<file path="src/rtl/ff_share_arbiter.sv">
// ff_share_arbiter
//
// Serialises writes from N producers into one shared W-bit register. The
// register is granted round-robin with a valid/ready handshake. After each
// accepted write, an optional occupancy window of HOLD cycles follows. During
// that window the register holds its value and no new write is granted.
//
// Ports
//   clk        in   1        rising-edge clock
//   rst        in   1        synchronous reset, active-high
//   req_valid  in   N        bit i: requester i offers its data slice
//   req_data   in   N*W      requester i data at [i*W +: W]
//   req_ready  out  N        one-hot or zero, combinational; bit i = i accepted
//   q          out  W        shared register contents
//   q_valid    out  1        one-cycle pulse: q updated this cycle
//   q_owner    out  OW       index of the requester that last wrote q
//   busy       out  1        high while the hold window is active
module ff_share_arbiter #(
  parameter int N    = 4,
  parameter int W    = 8,
  parameter int HOLD = 2,
  localparam int OW  = (N > 1) ? $clog2(N) : 1
) (
  input  logic           clk,
  input  logic           rst,
  input  logic [N-1:0]   req_valid,
  input  logic [N*W-1:0] req_data,
  output logic [N-1:0]   req_ready,
  output logic [W-1:0]   q,
  output logic           q_valid,
  output logic [OW-1:0]  q_owner,
  output logic           busy
);

  typedef enum logic {
    S_IDLE = 1'b0,
    S_HOLD = 1'b1
  } state_t;

  localparam bit       HAS_HOLD  = (HOLD > 0);
  // Loaded on the accept edge. The counter then reaches zero after
  // HOLD-1 decrements, which gives exactly HOLD busy cycles.
  localparam logic [7:0] HOLD_INIT = (HOLD > 0) ? 8'(HOLD - 1) : 8'd0;

  state_t        state_q, state_d;
  logic [7:0]    cnt_q, cnt_d;
  logic [OW-1:0] last_q, last_d;
  logic [W-1:0]  data_q, data_d;
  logic [OW-1:0] owner_q, owner_d;
  logic          qv_q, qv_d;

  logic          win_found;
  logic [OW-1:0] win_idx;
  logic          accept;
  int            scan;

  // ------------------------------------------------------------------
  // Round-robin scan starting just after the last winner.
  // The scan wraps modulo N, so last=N-1 starts the scan at requester 0.
  // It uses only req_valid and the pointer; data never affects the grant.
  // ------------------------------------------------------------------
  always_comb begin
    win_found = 1'b0;
    win_idx   = '0;
    scan      = 0;
    for (int k = 1; k <= N; k++) begin
      scan = int'(last_q) + k;
      if (scan >= N) scan = scan - N;
      if (!win_found && req_valid[scan]) begin
        win_found = 1'b1;
        win_idx   = OW'(scan);
      end
    end
  end

  // A grant is only offered in IDLE. A granted requester is valid by
  // construction, so the grant itself is the accept.
  assign accept = (state_q == S_IDLE) && win_found;

  // ------------------------------------------------------------------
  // State register
  // ------------------------------------------------------------------
  always_ff @(posedge clk) begin
    if (rst) begin
      state_q <= S_IDLE;
      cnt_q   <= 8'd0;
      last_q  <= OW'(N - 1);
      data_q  <= '0;
      owner_q <= '0;
      qv_q    <= 1'b0;
    end else begin
      state_q <= state_d;
      cnt_q   <= cnt_d;
      last_q  <= last_d;
      data_q  <= data_d;
      owner_q <= owner_d;
      qv_q    <= qv_d;
    end
  end

  // ------------------------------------------------------------------
  // Next-state logic
  // ------------------------------------------------------------------
  always_comb begin
    state_d = state_q;
    cnt_d   = cnt_q;
    unique case (state_q)
      S_IDLE: begin
        if (accept && HAS_HOLD) begin
          state_d = S_HOLD;
          cnt_d   = HOLD_INIT;
        end
      end
      S_HOLD: begin
        // The zero test comes before the decrement, so the counter never wraps.
        if (cnt_q == 8'd0) begin
          state_d = S_IDLE;
        end else begin
          cnt_d = cnt_q - 8'd1;
        end
      end
      default: begin
        state_d = S_IDLE;
        cnt_d   = 8'd0;
      end
    endcase
  end

  // Shared register, owner and pointer change only on an accept.
  // A withdrawn or ungranted request leaves all of them untouched.
  always_comb begin
    data_d  = data_q;
    owner_d = owner_q;
    last_d  = last_q;
    qv_d    = 1'b0;
    if (accept) begin
      data_d  = req_data[int'(win_idx)*W +: W];
      owner_d = win_idx;
      last_d  = win_idx;
      qv_d    = 1'b1;
    end
  end

  // ------------------------------------------------------------------
  // Output logic
  // ------------------------------------------------------------------
  always_comb begin
    req_ready = '0;
    if (accept) req_ready[win_idx] = 1'b1;
    busy = (state_q == S_HOLD);
  end

  assign q       = data_q;
  assign q_valid = qv_q;
  assign q_owner = owner_q;

endmodule

</file>
<file path="config.mk">
export PLATFORM = sky130hd
export DESIGN_NAME = ff_share_arbiter
export DESIGN_NICKNAME = d
export VERILOG_FILES = /design/src/rtl/ff_share_arbiter.sv
export SDC_FILE = /design/constraint.sdc
export NUM_CORES = 1
export LEC_CHECK = 0
export CORE_UTILIZATION = 42
export CTS_BUF_LIST = sky130_fd_sc_hd__clkbuf_2 sky130_fd_sc_hd__clkbuf_4 sky130_fd_sc_hd__clkbuf_8
export DETAILED_ROUTE_END_ITERATION = 8
export PLACE_DENSITY_LB_ADDON = 0.2
export SLEW_MARGIN = 10
export SYNTH_ARGS = -nofsm -noshare
export SYNTH_HDL_FRONTEND = slang
export SYNTH_SLANG_ARGS = --single-unit
</file>
<file path="constraint.sdc">
create_clock -name clk -period 2.05 [get_ports clk]
set_clock_uncertainty 0.2 [all_clocks]
set_input_delay 0.3075 -clock clk [delete_from_list [all_inputs] [get_ports clk]]
set_output_delay 0.3075 -clock clk [all_outputs]
set_load 0.1 [all_outputs]
</file>
-- Word-level counts from Yosys, hierarchy flattened
Cells that the tools add are included.
- $add $sub $neg: 9
- multiply operators: 0
- div/mod/pow operators: 0
- order comparisons: 10
- eq/ne operators: 2
- shifts and indexed selects: 1
- muxes and demuxes: 33
- bitwise operators: 1
- reductions and logical operators: 10
- operators by type and width (operator ; count):
    less-than comparator 32 x 4 -> 1 bit (second input constant) ; 4
    two-way mux 32 bit ; 4
    variable part select 32 x 6 -> 8 bit ; 1
    two-way mux 8 bit ; 2
    one-hot mux 8 bit (2 select lines) ; 1
    two-way mux 1 bit ; 15
    subtractor 3 x 3 -> 4 bit (second input constant) ; 3
    greater-or-equal comparator 3 bit (second input constant) ; 3
    binary-select mux 1 bit (select 2 bit) ; 4
    logical NOT 8 bit ; 1
    two-way mux 2 bit ; 4
    subtractor 8 x 1 -> 8 bit (second input constant) ; 1
    adder 2 x 2 -> 3 bit (second input constant) ; 2
    logical AND 1 bit ; 5
    subtractor 4 x 3 -> 5 bit (second input constant) ; 1
    adder 2 x 3 -> 4 bit (second input constant) ; 1
    greater-or-equal comparator 4 x 3 -> 1 bit (second input constant) ; 1
    two-way mux 4 bit ; 1
    inequality test 2 bit (second input constant) ; 2
    adder 2 x 1 -> 3 bit (second input constant) ; 1
    logical NOT 1 bit ; 3
    less-than comparator 2 x 3 -> 1 bit (second input constant) ; 1
    demux 1 bit (select 2 bit) ; 1
    greater-or-equal comparator 2 x 1 -> 1 bit (second input constant) ; 1
    other kinds (3) ; 3
- register bits: 22
- latch bits: 0
- RAM bits: 0
- memory bits (read-only): 0
- bits of input ports: 38
- output and inout bits: 16
- word-level logic and storage cells: 72
- memories: 0

-- Logic depth before layout (Yosys ltp)
- depth in word-level cells: 21
- mapped depth: 7
- mapped depth without buffers: 7

-- Worst setup path before layout
No wires, ideal clock.
- kind: register to output
- start point: reg state_q, in the netlist busy
- end point: out req_ready[0]
- arrival time: 3.650 ns
- required time: 1.542 ns
- setup slack: -2.107 ns
- cell stages (with the launch flop): 5
- buffers on the path: 2
- cell sequence: dfxtp_1 a21o_1 clkbuf_1 buf_1 nor3b_1
- cells in the longest elaborated chain, start to end: 3
- ends and longest elaborated chain (element ; line ; source):
    start, declared ; 45 ; state_t state_q, state_d;
    start signal, assigned ; 92 ; state_q <= state_d;
    NOT 1 bit ; -- ;
    logical AND 1 bit ; 78 ; assign accept = (state_q == S_IDLE) && win_found;
    two-way mux 4 bit ; 149 ; if (accept) req_ready[win_idx] = 1'b1;
    end, declared ; 28 ; output logic [N-1:0] req_ready,
Every way passes these cells.

-- Final worst setup path
- start point: reg last_q[0]
- end point: out req_ready[0]
- cells in the longest elaborated chain, start to end: 21
- elaborated cells on any way between the ends: 49
- classes of those cells: add/sub (8); order compare (6); mux (27); reduce/logical (8)
- ends and longest elaborated chain (element ; line ; source):
    start, declared ; 47 ; logic [OW-1:0] last_q, last_d;
    start signal, assigned ; 87 ; last_q <= OW'(N - 1);
    start signal, assigned ; 94 ; last_q <= last_d;
    adder 2 x 1 -> 3 bit ; 67 ; scan = int'(last_q) + k;
    subtractor 3 x 3 -> 4 bit / greater-or-equal comparator 3 bit (equally long branches) ; 68 ; if (scan >= N) scan = scan - N;
    two-way mux 32 bit ; 68 ;
    binary-select mux 1 bit (select 2 bit) ; 69 ; if (!win_found && req_valid[scan]) begin
    two-way mux 1 bit (not written as such) (2 in a row) ; 69 ;
    two-way mux 1 bit ; 69 ;
    logical NOT 1 bit ; 69 ;
    logical AND 1 bit ; 69 ;
    [4 not listed] ; -- ;
    logical NOT 1 bit ; 69 ;
    logical AND 1 bit ; 69 ;
    two-way mux 2 bit ; 69 ;
    less-than comparator 2 x 3 -> 1 bit (not written as such) / greater-or-equal comparator 2 x 1 -> 1 bit (equally long branches) ; 149 ;
    logical AND 1 bit (not written as such) ; 149 ;
    two-way mux 1 bit (not written as such) ; 149 ;
    demux 1 bit (select 2 bit) ; 149 ;
    two-way mux 4 bit (*) ; 149 ;
Mark *: on every way between the ends. The rest lies on a longest branch, timed or not. The select of a mux whose other input is x is not followed.

==> metrics.cfg <==
[drt]
drtIter0Drc = 57
drtAntennaViolNets = 0
drtPass1Iterations = 4
route.detailed.drc = 0
wire_per_inst_um = 15.7
via_count = 1390
viasPerCell = 5.60
totalWireLength_mm = 3.88

[setup_path]
regToRegSetupSlack_ps = 60
timing.rr.start = last_q[0]$_SDFFE_PP1P_
endpoint_kind = primary output
reg2reg_to = q[7]$_SDFFE_PP0P_
r2r_cells = 8
cp.arrival_ps = 1690
cp-start-kind = flop
criticalPathCategory = flop to primary output
crit_fanout = 4
cp.required_ps = 1540

[min_path]
worstHoldPathCells = 1
hold_path_class = flop to flop
hold_end = cnt_q[0]$_SDFFE_PP0P_
min_from = cnt_q[0]$_SDFFE_PP0P_

[placed_design]
port-buffer-count = 53
dpl.cell_count = 230
hpwl_mm = 2.68
place.gp.congestion = 0.869
dpl-instance-area_sq_mm = 0.00199

[clock_tree]
clockRootBuffer = clkbuf_4
cts_buffer_depth = 2
cts_buffers = 3
worstSkewPairLatency_ps = 320
clock_sinks = 22
cts.clk_slew.worst_paths_ps = 140
htreeDepth = 1
hold_buffers = 0
cts_tree = done

[timing]
setup_viol_count_final = 4
fin_crit_ps = 2200
slew-limit-headroom = 0.701
slew_violations = 0
rsz0062_at_grt = yes
worst_pin_slew_ps = 442
fmax_mhz = 455
tns_ps = -498
fin_ws_ps = -147
period_share = 1.07
hold_viol = 0

[synthesis]
synth_cell_types = 40
synth_cells = 134
synth.net_count = 174
avgSynthCellArea_sq_um = 9.18
yosys_warnings = 0
synth_ff_type = dfxtp_1
synthTopCellsByArea = dfxtp_1 36%, mux2i_1 13%, o221ai_1 5.7%
netlist_top_cells_count = 22 x dfxtp_1, 16 x mux2i_1, 11 x nor2_1, 10 x a21oi_1, 9 x nand3b_1
yosysSeqAreaShare = 0.358
synth-seq-cells = 22
synth_area_leader_cell = dfxtp_1
async_flop_share = 0
synth_edf_count = 0
mappedNetlistArea_sq_mm = 0.00123
synth.most_common_cell = dfxtp_1
yosys.area.top_type_share = 0.358

[die]
pin_count = 54
coreArea_sq_mm = 0.00276
start_util = 0.446
fp.dieW_um = 56.1
dieHeight_um = 56.1
die_area_sq_mm = 0.00315
num_rows = 19

[grt]
grt_pass1_vias = 1280
grt_usage = 0.248
grt_max_degree = 17
grt_pass1_wl_mm = 6.20
grt-ovfl-total = 0
antenna_found_initial = 0

[cells_and_area]
final_cell_area_sq_mm = 0.00220
area_growth_pct = 79.0
stdcell_count = 248
n_antenna_cell = 0
nets = 258
drive_gt1_frac = 0.346

[pwr]
leakage_nw = 0.942
power_density_mw_per_mm2 = 924
peakVddDrop_mv = 0.906

[run_status]
violations = setup timing
status = finished, violations left

[job]
drv_cap = 0

## worst max path at each step
stage,start,endpoint,slack [ps],cells past startpoint
after CTS,last_q[0]$_SDFFE_PP1P_,req_ready[0],-110,5
final,last_q[0]$_SDFFE_PP1P_,req_ready[0],-150,5
after global placement,req_valid[0],req_ready[0],-270,6
after global routing,last_q[0]$_SDFFE_PP1P_,req_ready[0],-200,5
after detailed placement,req_valid[2],req_ready[0],-320,6
after floorplan,busy$_SDFF_PP0_,req_ready[0],-260,4
## placed cells by master (no fill, tap or decap), types with 4 or more instances in the layout
master / instances
buf_4: 40
clkdlybuf4s50_1: 33
dfxtp_1: 19
mux2i_1: 15
nand3b_1: 9
nor2_1: 8
o221ai_1: 8
a21oi_1: 8
nand2_1: 6
buf_12: 6
nor3_1: 5
dlygate4sd2_1: 4
## report_power, final
| part | leakage, nW | internal, W | total, W | switching [W] |
|---|---|---|---|---|
| sequential | 0.182 | 0.000497 | 0.000560 | 0.0000627 |
| combinational | 0.732 | 0.000455 | 0.00114 | 0.000681 |
| clock | 0.0279 | 0.000198 | 0.000338 | 0.000140 |
| total | 0.942 | 0.00115 | 0.00203 | 0.000884 |
## sequential cells by signal, indices dropped and copies added (netlist names)
| signal | flops |
|---|---|
| cnt_q | 8 |
| last_q | 2 |
| busy | 1 |
| q_owner | 2 |
| q | 8 |
| q_valid | 1 |
## cells by family after synthesis
| family | synth area share |
|---|---|
| buffers and inverters | 0.0305 |
| AND/OR/NAND/NOR | 0.254 |
| multiplexers | 0.130 |
| AO/OA/AOI/OAI | 0.199 |
| flip-flops | 0.358 |
| XOR/XNOR | 0.00712 |
| adder cells (fa/ha/maj) | 0.0203 |
## metrics by stage
stage | worst slack, ps | power, W | util | hold slack [ps]
final | -147 | 0.00203 | 0.799 | 280
after detailed placement | -323 | 0.00160 | 0.721 | 255
after global routing | -199 | 0.00212 | 0.799 | 303
after CTS | -114 | 0.00199 | 0.783 | 275
after global placement | -275 | 0.00158 | 0.721 | 250
after floorplan | -261 | 0.00128 | - | 202
## cell type report
class	count	area [sq um]
fill	175	556
inverter	3	11.3
multi-input combinational	104	851
clock inverter	1	30.0
tap	31	38.8
clock buffer	3	22.5
timing repair buffer	84	797
sequential	22	452
## critical path, stage by stage (launching register included)
cell and delay (ps):
dfxtp_4 390, buf_6 110, and2_4 140, nor3_4 260, nor3b_4 270, buf_12 200
## repair_timing
item	4_1_cts	5_1_grt
endpoints found under the setup margin	4	7
endpoints found under the hold margin	0	0
buffers inserted	9	6
resized for setup	17	4
pin swaps	6	6
## metal layers
metal,wire length (um),GRT usage,share of wire
met1,1610,0.299,0.41
met3,144,0.0558,0.037
met5,0,0,0
met2,2100,0.449,0.54
met4,36,0.0523,0.0093
(Power assumes the default switching activity.)
